===== config.mk =====
export PLATFORM = sky130hd
export DESIGN_NAME = multicycle_sequencer
export DESIGN_NICKNAME = d
export VERILOG_FILES = /design/src/rtl/multicycle_sequencer.sv
export SDC_FILE = /design/constraint.sdc
export NUM_CORES = 1
export LEC_CHECK = 0
export CORE_AREA = 2 2 61 63
export DETAILED_ROUTE_END_ITERATION = 7
export DIE_AREA = 0 0 63 65
export GPL_TIMING_DRIVEN = 0
export PLACE_DENSITY = 0.78
export SYNTH_ARGS = -nofsm -noshare
export SYNTH_HDL_FRONTEND = slang
export SYNTH_SLANG_ARGS = --single-unit

===== constraint.sdc =====
create_clock -name clk -period 2.9 [get_ports clk]
set_input_delay 0.87 -clock clk [delete_from_list [all_inputs] [get_ports clk]]
set_output_delay 0.87 -clock clk [all_outputs]
set_load 0.05 [all_outputs]

===== src/rtl/multicycle_sequencer.sv =====
// Multicycle control FSM for the 4-bit core: fetch/decode/exec/mem/writeback over req/ack memories.
// Optional single-step control (step_mode/step ports) is enabled by defining SEQ_SINGLE_STEP_EN.
module multicycle_sequencer #(
  parameter int unsigned ACK_TIMEOUT = 15,
  parameter int unsigned COUNT_W     = 16
) (
  input  logic               clk,
  input  logic               reset,
  input  logic [3:0]         funct,
  input  logic               cond_true,
`ifdef SEQ_SINGLE_STEP_EN
  input  logic               step_mode,
  input  logic               step,
`endif
  output logic               imem_req,
  input  logic               imem_ack,
  output logic               ir_load,
  output logic               dmem_req,
  output logic               dmem_we,
  input  logic               dmem_ack,
  output logic               mdr_load,
  output logic               rf_we,
  output logic [1:0]         rf_wsrc,
  output logic               alu_srca,
  output logic               alu_sub,
  output logic               pc_en,
  output logic               pc_sel,
  output logic               halted,
  output logic               fault,
  output logic [2:0]         state,
  output logic [COUNT_W-1:0] retired
);

  typedef enum logic [2:0] {
    StIdle   = 3'd0,
    StFetch  = 3'd1,
    StDecode = 3'd2,
    StExec   = 3'd3,
    StMem    = 3'd4,
    StWb     = 3'd5,
    StHalt   = 3'd6,
    StFault  = 3'd7
  } state_e;

  // A wait cycle seen while the counter holds WaitLast is the one that reaches the limit.
  localparam logic [7:0] WaitLast = 8'(ACK_TIMEOUT - 1);

  state_e             state_q, state_d;
  state_e             retire_st;
  logic [7:0]         wait_q, wait_d;
  logic [COUNT_W-1:0] retired_q, retired_d;
  logic               start_ok;
  logic               op_halt, op_setn, op_load, op_store, op_alu, op_branch, op_jump;

  assign op_halt   = (funct == 4'b0000);
  assign op_setn   = (funct == 4'b0001);
  assign op_load   = (funct == 4'b0010);
  assign op_store  = (funct == 4'b0011);
  assign op_alu    = (funct[3:2] == 2'b01);
  assign op_branch = (funct[3:2] == 2'b10);
  assign op_jump   = (funct[3:2] == 2'b11);

`ifdef SEQ_SINGLE_STEP_EN
  assign start_ok  = ~step_mode | step;
  assign retire_st = step_mode ? StIdle : StFetch;
`else
  assign start_ok  = 1'b1;
  assign retire_st = StFetch;
`endif

  always_comb begin
    state_d  = state_q;
    imem_req = 1'b0;
    ir_load  = 1'b0;
    dmem_req = 1'b0;
    dmem_we  = 1'b0;
    mdr_load = 1'b0;
    rf_we    = 1'b0;
    rf_wsrc  = 2'b00;
    alu_srca = 1'b0;
    alu_sub  = 1'b0;
    pc_en    = 1'b0;
    pc_sel   = 1'b0;
    halted   = 1'b0;
    fault    = 1'b0;
    unique case (state_q)
      StIdle: begin
        if (start_ok) state_d = StFetch;
      end
      StFetch: begin
        imem_req = 1'b1;
        if (imem_ack) begin
          ir_load = 1'b1;
          state_d = StDecode;
        end else if (wait_q == WaitLast) begin
          state_d = StFault;
        end
      end
      StDecode: begin
        state_d = op_halt ? StHalt : StExec;
      end
      StExec: begin
        if (op_alu) begin
          alu_srca = 1'b1;
          alu_sub  = funct[0];
          state_d  = StWb;
        end else if (op_setn) begin
          state_d = StWb;
        end else if (op_load || op_store) begin
          state_d = StMem;
        end else if (op_branch) begin
          pc_en   = 1'b1;
          pc_sel  = cond_true;
          state_d = retire_st;
        end else if (op_jump) begin
          pc_en   = 1'b1;
          pc_sel  = 1'b1;
          state_d = retire_st;
        end else begin
          state_d = StHalt;
        end
      end
      StMem: begin
        dmem_req = 1'b1;
        dmem_we  = op_store;
        if (dmem_ack) begin
          if (op_store) begin
            pc_en   = 1'b1;
            state_d = retire_st;
          end else begin
            mdr_load = 1'b1;
            state_d  = StWb;
          end
        end else if (wait_q == WaitLast) begin
          state_d = StFault;
        end
      end
      StWb: begin
        rf_we    = 1'b1;
        rf_wsrc  = op_load ? 2'b01 : (op_setn ? 2'b10 : 2'b00);
        alu_srca = op_alu;
        alu_sub  = op_alu & funct[0];
        pc_en    = 1'b1;
        state_d  = retire_st;
      end
      StHalt:  halted = 1'b1;
      StFault: fault  = 1'b1;
      default: state_d = StIdle;
    endcase
  end

  always_comb begin
    wait_d = 8'd0;
    if ((state_d == state_q) && ((imem_req && !imem_ack) || (dmem_req && !dmem_ack))) begin
      wait_d = wait_q + 8'd1;
    end
    retired_d = retired_q;
    if (pc_en && (retired_q != {COUNT_W{1'b1}})) retired_d = retired_q + COUNT_W'(1);
  end

  always_ff @(posedge clk) begin
    if (reset) begin
      state_q   <= StIdle;
      wait_q    <= 8'd0;
      retired_q <= '0;
    end else begin
      state_q   <= state_d;
      wait_q    <= wait_d;
      retired_q <= retired_d;
    end
  end

  assign state   = state_q;
  assign retired = retired_q;

endmodule


Word-level counts from Yosys, hierarchy flattened
Cells that the tools add are included.
W data, S select, Z words.
{"block": "totals", "inputBits": 9, "output_inout_bits": 33, "elab_cells": 77, "regBits": 27}
{"block": "op_classes", "bitwise_logic": 2, "reduce_logical": 12, "eq_ne": 16, "n_addsub": 2, "muxes": 42}
{"operator": "$mux W3", "n": 10}
{"operator": "$mux W1", "n": 25}
{"operator": "$add A16 B1 Y16 const B", "n": 1}
{"operator": "$ne A16 B16 Y1 const B", "n": 1}
{"operator": "$pmux W3 S5", "n": 1}
{"operator": "$eq A3 B3 Y1 const B", "n": 4}
{"operator": "$add A8 B1 Y8 const B", "n": 1}
{"operator": "$eq A4 B2 Y1 const B", "n": 2}
{"operator": "$eq A8 B4 Y1 const B", "n": 1}
{"operator": "$eq A3 B2 Y1 const B", "n": 2}
{"operator": "$mux W2", "n": 3}
{"operator": "$eq A2 B2 Y1 const B", "n": 2}
{"operator": "$eq A4 B1 Y1 const B", "n": 1}
{"operator": "$logic_and A1 B1 Y1", "n": 4}
{"operator": "$logic_not A4 Y1", "n": 1}
{"operator": "$pmux W1 S2", "n": 2}
{"operator": "$reduce_or A2 Y1", "n": 2}
{"operator": "$eq A3 B1 Y1 const B", "n": 1}
{"operator": "$eq A3 B3 Y1", "n": 1}
{"operator": "$logic_not A3 Y1", "n": 1}
{"operator": "$pmux W1 S3", "n": 1}
{"operator": "$eq A2 B1 Y1 const B", "n": 1}
{"operator": "$logic_not A1 Y1", "n": 2}
{"operator": "$logic_or A1 B1 Y1", "n": 2}
{"operator": "2 further kinds", "n": 2}

Logic depth before layout (Yosys ltp)
Gate-level depths: netlist of run 1.
{"block": "depth", "ltp_word": 11, "mapped_depth": 9, "depth_no_buf": 6}

Worst setup path after synthesis of run 1
No wires, ideal clock.
{"block": "synth_path", "kind": "reg-to-output", "from": "reg state_q[0], in the netlist state[0]", "to": "out rf_wsrc[0]", "stages_incl_launch_ff": 6, "setup_slack_ps": -611, "arrival_ps": 2641, "cell_sequence": "dfxtp_1 > buf_2 > nand3b_1 > inv_1 > nand2_1 > nor3b_1"}
{"block": "synth_between", "elab_chain_cells": 2}
{"element": "start: declaration", "line": "48", "text": "state_e state_q, state_d;"}
{"element": "start signal: assignment", "line": "163", "text": "state_q <= StIdle;"}
{"element": "start signal: assignment", "line": "167", "text": "state_q <= state_d;"}
{"element": "$eq A3 B3 Y1", "line": "86", "text": "unique case (state_q)"}
{"element": "$mux W2", "line": "86"}
{"element": "end: declaration", "line": "23", "text": "output logic [1:0] rf_wsrc,"}
Every way passes these cells.

Final worst setup path of run 1
{"block": "layout_path", "from": "in cond_true", "to": "out pc_sel"}
{"block": "layout_between", "elab_chain_cells": 5}
{"element": "start: declaration", "line": "10", "text": "input logic cond_true,"}
{"element": "$mux W1", "line": "111", "text": "end else if (op_branch) begin"}
{"element": "$mux W1", "line": "109", "text": "end else if (op_load || op_store) begin"}
{"element": "$mux W1", "line": "107", "text": "end else if (op_setn) begin"}
{"element": "$mux W1", "line": "103", "text": "if (op_alu) begin"}
{"element": "$mux W1", "line": "86"}
{"element": "end: declaration", "line": "27", "text": "output logic pc_sel,"}
Every way passes these cells.

==> results of run 1 <==
cell usage after synthesis (all sizes together) (2+ instances only):
| cell type | n | area [µm²] |
|---|---|---|
| a21oi | 17 | 85.08 |
| nand3b | 2 | 15.01 |
| or4 | 9 | 67.56 |
| clkbuf | 3 | 12.51 |
| and2 | 2 | 12.51 |
| nor3 | 5 | 36.29 |
| xnor2 | 2 | 17.52 |
| and4 | 2 | 18.77 |
| or2 | 2 | 15.02 |
| nor2b | 5 | 33.78 |
| nand2b | 4 | 25.02 |
| dfxtp | 27 | 540.5 |
| nand2 | 12 | 47.55 |
| o21ai | 8 | 40.03 |
| and3 | 2 | 12.51 |
| inv | 7 | 26.28 |
| or3 | 4 | 25.02 |
| nor4 | 5 | 58.80 |
| xor2 | 4 | 35.03 |
| buf | 7 | 46.29 |
| mux2 | 4 | 48.79 |
| nand3 | 10 | 55.05 |
| ha | 3 | 37.54 |
| o31ai | 9 | 67.56 |
| nor2 | 21 | 86.33 |
| nand4 | 5 | 43.79 |
placed cells by master, fill, tap and decap left out, types with 2 or more instances in the layout:
master           count
a21oi_1             17
buf_2                5
nor3_1               2
nor3_4               2
nand3b_1             2
nand4_2              2
and3_1               2
ha_1                 3
clkbuf_2             5
dfxtp_1             27
nor4_2               2
xor2_1               4
and2_1               2
nand4_1              3
inv_1                6
o21ai_0              7
buf_8                2
nor4_1               2
nand2b_1             4
buf_4                2
or4_1                9
o31ai_1              9
dlygate4sd2_1        3
nand2_1             11
xnor2_1              2
clkbuf_4             3
or3_1                4
clkdlybuf4s50_1     22
dlymetal6s2s_1       3
nor2b_1              4
clkdlybuf4s15_2      5
nand3_1              9
clkbuf_1             2
mux2_1               3
nor2_1              19
sequential cells by signal, indices dropped and copies added (netlist names):
register	count
wait_q	8
state	3
retired	16
worst max path at each step:
| stage | slack, ns | end | from |
|---|---|---|---|
| after global placement | -1.25 | pc_en | funct[3] |
| after CTS | -0.07 | pc_en | funct[3] |
| final | 0.06 | pc_sel | cond_true |
| after detailed placement | -1.26 | pc_en | funct[3] |
| after global routing | -0.006 | pc_en | funct[2] |
| after floorplan | -0.15 | rf_wsrc[1] | state[0] |
worst max-delay path, delay by kind of cell:
family / cells / cell delay [ns]
AND/OR/NAND/NOR: 2 / 0.11
buffers and inverters: 2 / 0.99
repair_timing:
action / 4_1_cts / 5_1_grt
gates resized for setup: 41 / 15
hold buffers: 0 / 0
setup endpoints to repair: 11 / 9
pin swaps: 2 / 1
setup buffers: 1 / 1
layout make-up:
class,count,share of cell area
clock buffer,3,0.01061
clock inverter,1,0.003538
sequential,27,0.2547
multi-input combinational,146,0.4699
timing repair buffer,43,0.1934
buffer,9,0.02712
inverter,7,0.01238
tap,48,0.02830
logic make-up after synthesis:
kind of cell	count (synthesis)
AND/OR/NAND/NOR	94
AO/OA/AOI/OAI	39
flip-flops	27
buffers and inverters	17
XOR/XNOR	6
multiplexers	4
adder cells (fa/ha/maj)	3
per-layer routing:
layer  part of all wire  track usage  vias up
li1                   -            -      790
met1               0.47       0.2278      700
met2               0.49       0.3298       32
met3              0.032      0.02431        4
met4             0.0099      0.06389        0
met5                  0            0        -
where the power goes:
| part | leakage (nW) | switching (mW) | internal, mW |
|---|---|---|---|
| logic | 0.557 | 0.139 | 0.0683 |
| registers | 0.218 | 0.00607 | 0.379 |
| clock network | 0.0139 | 0.118 | 0.0528 |
| total | 0.789 | 0.263 | 0.500 |
stage by stage:
stage / hold slack [ns] / TNS, ns / utilization / setup WS (ns) / std cells
2_1_floorplan: 0.4411 / -0.4017 / - / -0.1511 / 190
3_3_place_gp: 0.4679 / -6.084 / 0.5988 / -1.254 / 279
3_5_place_dp: 0.4643 / -6.212 / 0.5988 / -1.260 / 279
4_1_cts: 0.4995 / -0.07003 / 0.6106 / -0.07003 / 283
5_1_grt: 0.5316 / -0.006355 / 0.6070 / -0.006355 / 284
6_report: 0.4935 / 0 / 0.6070 / 0.05898 / 284
==> flow_summary.toml, run 1 <==
[status]
status = "complete, no violations"

[yosys]
synthesis.nets = 202
synth_xor_area_frac = 0.03286
yosysWarnings = 0
synth_top_family_by_area = "simple AND/OR/NAND/NOR gates"
ys_ff_latch = 27
synthArstFlopShare = 0
synthSimpleGateAreaFrac = 0.3701
synthAdderAreaFrac = 0.02347
yosysUniqueCellTypes = 50
syn_area_per_cell_um2 = 8.416
synth_compound_area_frac = 0.1518
synthFlopType = "dfxtp_1"
seq_area_frac_synth = 0.3380
synth_mux_area_frac = 0.03052
syn_inst = 190
synth_area_mm2 = 0.001599
synth_edf_count = 0

[cells_and_area]
n_antenna_cell = 0
layout.nets = 249
multiInputGateArea_um2 = 997.2
seq_area_um2 = 540.5
layout-drive-gt1-share = 0.1907
nFillCells = 336
design_area_mm2 = 0.002122
area_growth_pct = 32.71

[worst_setup_path]
critPathCaptureType = "output pin"
r2r-start = "retired[0]"
cp_common_cell = "nor2_1"
crit_fanout = 1
reg2reg_to = "retired[9]"
rrSetupSlack_ns = 0.88
cp_data_arrival_time_ns = 1.97
start_kind = "primary input"
critical_path.cell_chain = "clkdlybuf4s50_1, nor2_1, nor2_1, dlygate4sd2_1"
cp_data_required_time_ns = 2.03
crit_slowest_cell = "dlygate4sd2_1"
r2r_cells = 7
cpPeakStageDelay_ns = 0.53
crit_type = "primary input to output pin"

[detailed_routing]
via_count = 1526
ant_nets = 0
drt-pass1-iter-count = 4
wl_per_cell_um = 12.81
route.detailed.drc = 0
routed_wl_um = 3637
drtIter0Drc = 83
via_per_inst = 5.373

[timing]
relSlewSlack = 0.6368
skew_ns = 0.008157
worst_pin_slew_ns = 0.5448
final-hold-violation-count = 0
final_max_slew_viol_count = 0
min_period_ns = 2.841
setup_viol = 0
max_freq_mhz = 352.0
min_period_over_period = 0.9797

[grt]
antenna_found_initial = 0
track_usage = 0.1848
grt-ovfl-total = 0
grt_pass1_vias = 1410
grt_pass1_wl_um = 6161
grt_max_degree = 20

[clock_tree]
cts_sinks = 27
htreeDepth = 1
cts_buffers = 3
cts_buffer_depth = 2
cts_tree = "done"
clock_latency_ns = 0.33
cts.reportedPaths.clkPinSlew_ns = 0.15
cts-root-buf = "clkbuf_4"

[worst_hold_path]
whs_endpoint = "wait_q[0]"
hold_depth = 1
hp-start = "wait_q[0]"
hold_path_class = "register to register"

[die]
die_h_um = 65
start_util = 0.4574
io_pins = 42
core_area_mm2 = 0.003496
fp.dieW_um = 63
dieArea_mm2 = 0.004095
num_rows = 22

[placed_design]
io_buffers = 41
place.gp.congestion = 0.8485
place_area_mm2 = 0.002093
dp_hpwl_um = 2729

[power]
peakVddDrop_uv = 188.7
powerDensity_mw_per_mm2 = 359.8
finalPower_mw = 0.7634
leakagePower_nw = 0.7887

[job]
cap_violations = 0
Note: power is estimated with default switching activity, not from simulation.
==> inputs of run 2 (changes only) <==
--- a/config.mk
+++ b/config.mk
@@ -10,6 +10,7 @@
 export DIE_AREA = 0 0 63 65
 export GPL_TIMING_DRIVEN = 0
 export PLACE_DENSITY = 0.78
+export SLEW_MARGIN = 5
 export SYNTH_ARGS = -nofsm -noshare
 export SYNTH_HDL_FRONTEND = slang
 export SYNTH_SLANG_ARGS = --single-unit
==> results of run 2 <==
The final DEF is identical to that of run 1; final timing and power are the same.
==> inputs of run 3 (changes only) <==
==> constraint.sdc (replaced) <==
create_clock -name clk -period 2.75 [get_ports clk]
set_input_delay 0.825 -clock clk [delete_from_list [all_inputs] [get_ports clk]]
set_output_delay 0.825 -clock clk [all_outputs]
set_load 0.05 [all_outputs]
==> run 3 against run 2 <==
Effect of this change: first-iteration DRC count down 40%; sequential share of layout area grew 0.35 points; register-to-register slack got worse by 0.19 ns; cell area down 1.4%; final cell count is 0.35% lower; clock skew down 0.00066 ns; die area unchanged; worst setup slack lost 0.031 ns; critical path type unchanged; largest power group unchanged; highest routed layer unchanged.
==> flow_summary.toml, run 3 (synthesis gave the netlist of run 1 again) <==
[grt]
grt-ovfl-total = 0
antenna_found_initial = 0
grt_pass1_vias = 1410
track_usage = 0.1893
grt_pass1_wl_um = 6313
grt_max_degree = 20

[power]
leakagePower_nw = 0.7507
peakVddDrop_uv = 340.0
powerDensity_mw_per_mm2 = 379.8
finalPower_mw = 0.7949

[detailed_routing]
via_per_inst = 5.403
routed_wl_um = 3586
wl_per_cell_um = 12.67
ant_nets = 0
via_count = 1529
drtIter0Drc = 50
drt-pass1-iter-count = 4
route.detailed.drc = 0

[timing]
final_max_slew_viol_count = 0
max_freq_mhz = 367.3
relSlewSlack = 0.6592
skew_ns = 0.007501
final-hold-violation-count = 0
min_period_over_period = 0.9899
setup_viol = 0
worst_pin_slew_ns = 0.5096
rsz0062_at_grt = "yes"
fin_tns_setup_ns = 0
setup_ws_ns = 0.02777
min_period_ns = 2.722

[cells_and_area]
layout-drive-gt1-share = 0.2000
final_cells = 283
final_cell_mix = "27 x dfxtp_1, 22 x clkdlybuf4s50_1, 18 x nor2_1"
area_growth_pct = 30.91
n_antenna_cell = 0
layout.nets = 248
design_area_mm2 = 0.002093
largest_reg_flops = 16
layout.cells.most_common = "dfxtp_1"

[worst_setup_path]
start_kind = "primary input"
critPathCaptureType = "output pin"
cp_data_required_time_ns = 1.93
crit_type = "primary input to output pin"
cp_data_arrival_time_ns = 1.90
crit_fanout = 21

[placed_design]
place_area_mm2 = 0.002113
post-place-ws_ns = -1.322
dp_hpwl_um = 2721
place.gp.congestion = 0.8718
io_buffers = 41
dp.cells = 279

[die]
dieArea_mm2 = 0.004095
fp.dieW_um = 63
core_area_mm2 = 0.003496
io_pins = 42
num_rows = 22
die_h_um = 65
start_util = 0.4574

[clock_tree]
cts_buffers = 3
cts_buffer_depth = 2
cts_hold_buf = 0
cts_sinks = 27
cts-root-buf = "clkbuf_4"
htreeDepth = 1
cts.reportedPaths.clkPinSlew_ns = 0.14
cts_tree = "done"
clock_latency_ns = 0.33

[worst_hold_path]
hold_path_class = "register to register"

[job]
cap_violations = 0

[status]
status = "complete, no violations"
run 3: layout make-up:
| class | instances | area [µm²] |
|---|---|---|
| fillers | 349 | 1403 |
| multi-input cells | 146 | 1013 |
| flip-flops and latches | 27 | 540.5 |
| repair buffers | 43 | 380.4 |
| well taps | 48 | 60.06 |
| plain buffers | 8 | 42.54 |
| inverters | 7 | 30.03 |
| clock buffers | 4 | 26.28 |
run 3: layer usage:
metal,GRT usage,share of wire
met4,0.04167,0.0098
met3,0.04167,0.043
met2,0.3271,0.48
met5,0,0
met1,0.2409,0.46
run 3: path summary, 6_finish.rpt:
path | from | end | slack [ns] | cells past startpoint
setup / recovery | funct[3] | pc_en | 0.03 | 6
hold / removal | wait_q[0] | wait_q[0] | 0.49 | 1
setup reg to reg | retired[0] | retired[9] | 0.69 | 7
hold reg to reg | wait_q[0] | wait_q[0] | 0.49 | 1
run 3: timing repair:
item / CTS / global route
gates resized for setup: 50 / 14
buffers inserted: 0 / 2
pin swaps: 0 / 3
setup endpoints to repair: 14 / 8
run 3: metrics by stage:
stage / utilization / hold WS, ns
floorplan: - / 0.4411
global placement: 0.6045 / 0.4625
detailed placement: 0.6045 / 0.4710
CTS: 0.6031 / 0.5000
global route: 0.5988 / 0.5355
finish: 0.5988 / 0.4933
run 3: critical path: stages:
cell and delay, ns:
buf_2 0.15, nor2_4 0.14, nand4_2 0.14, o211a_4 0.37, clkinvlp_4 0.12, buf_8 0.14
run 3: power breakdown:
group	switching [mW]	internal (mW)	leakage (nW)	total, mW
registers	0.00656	0.400	0.218	0.406
logic	0.146	0.0657	0.517	0.212
clock network	0.120	0.0570	0.0150	0.177
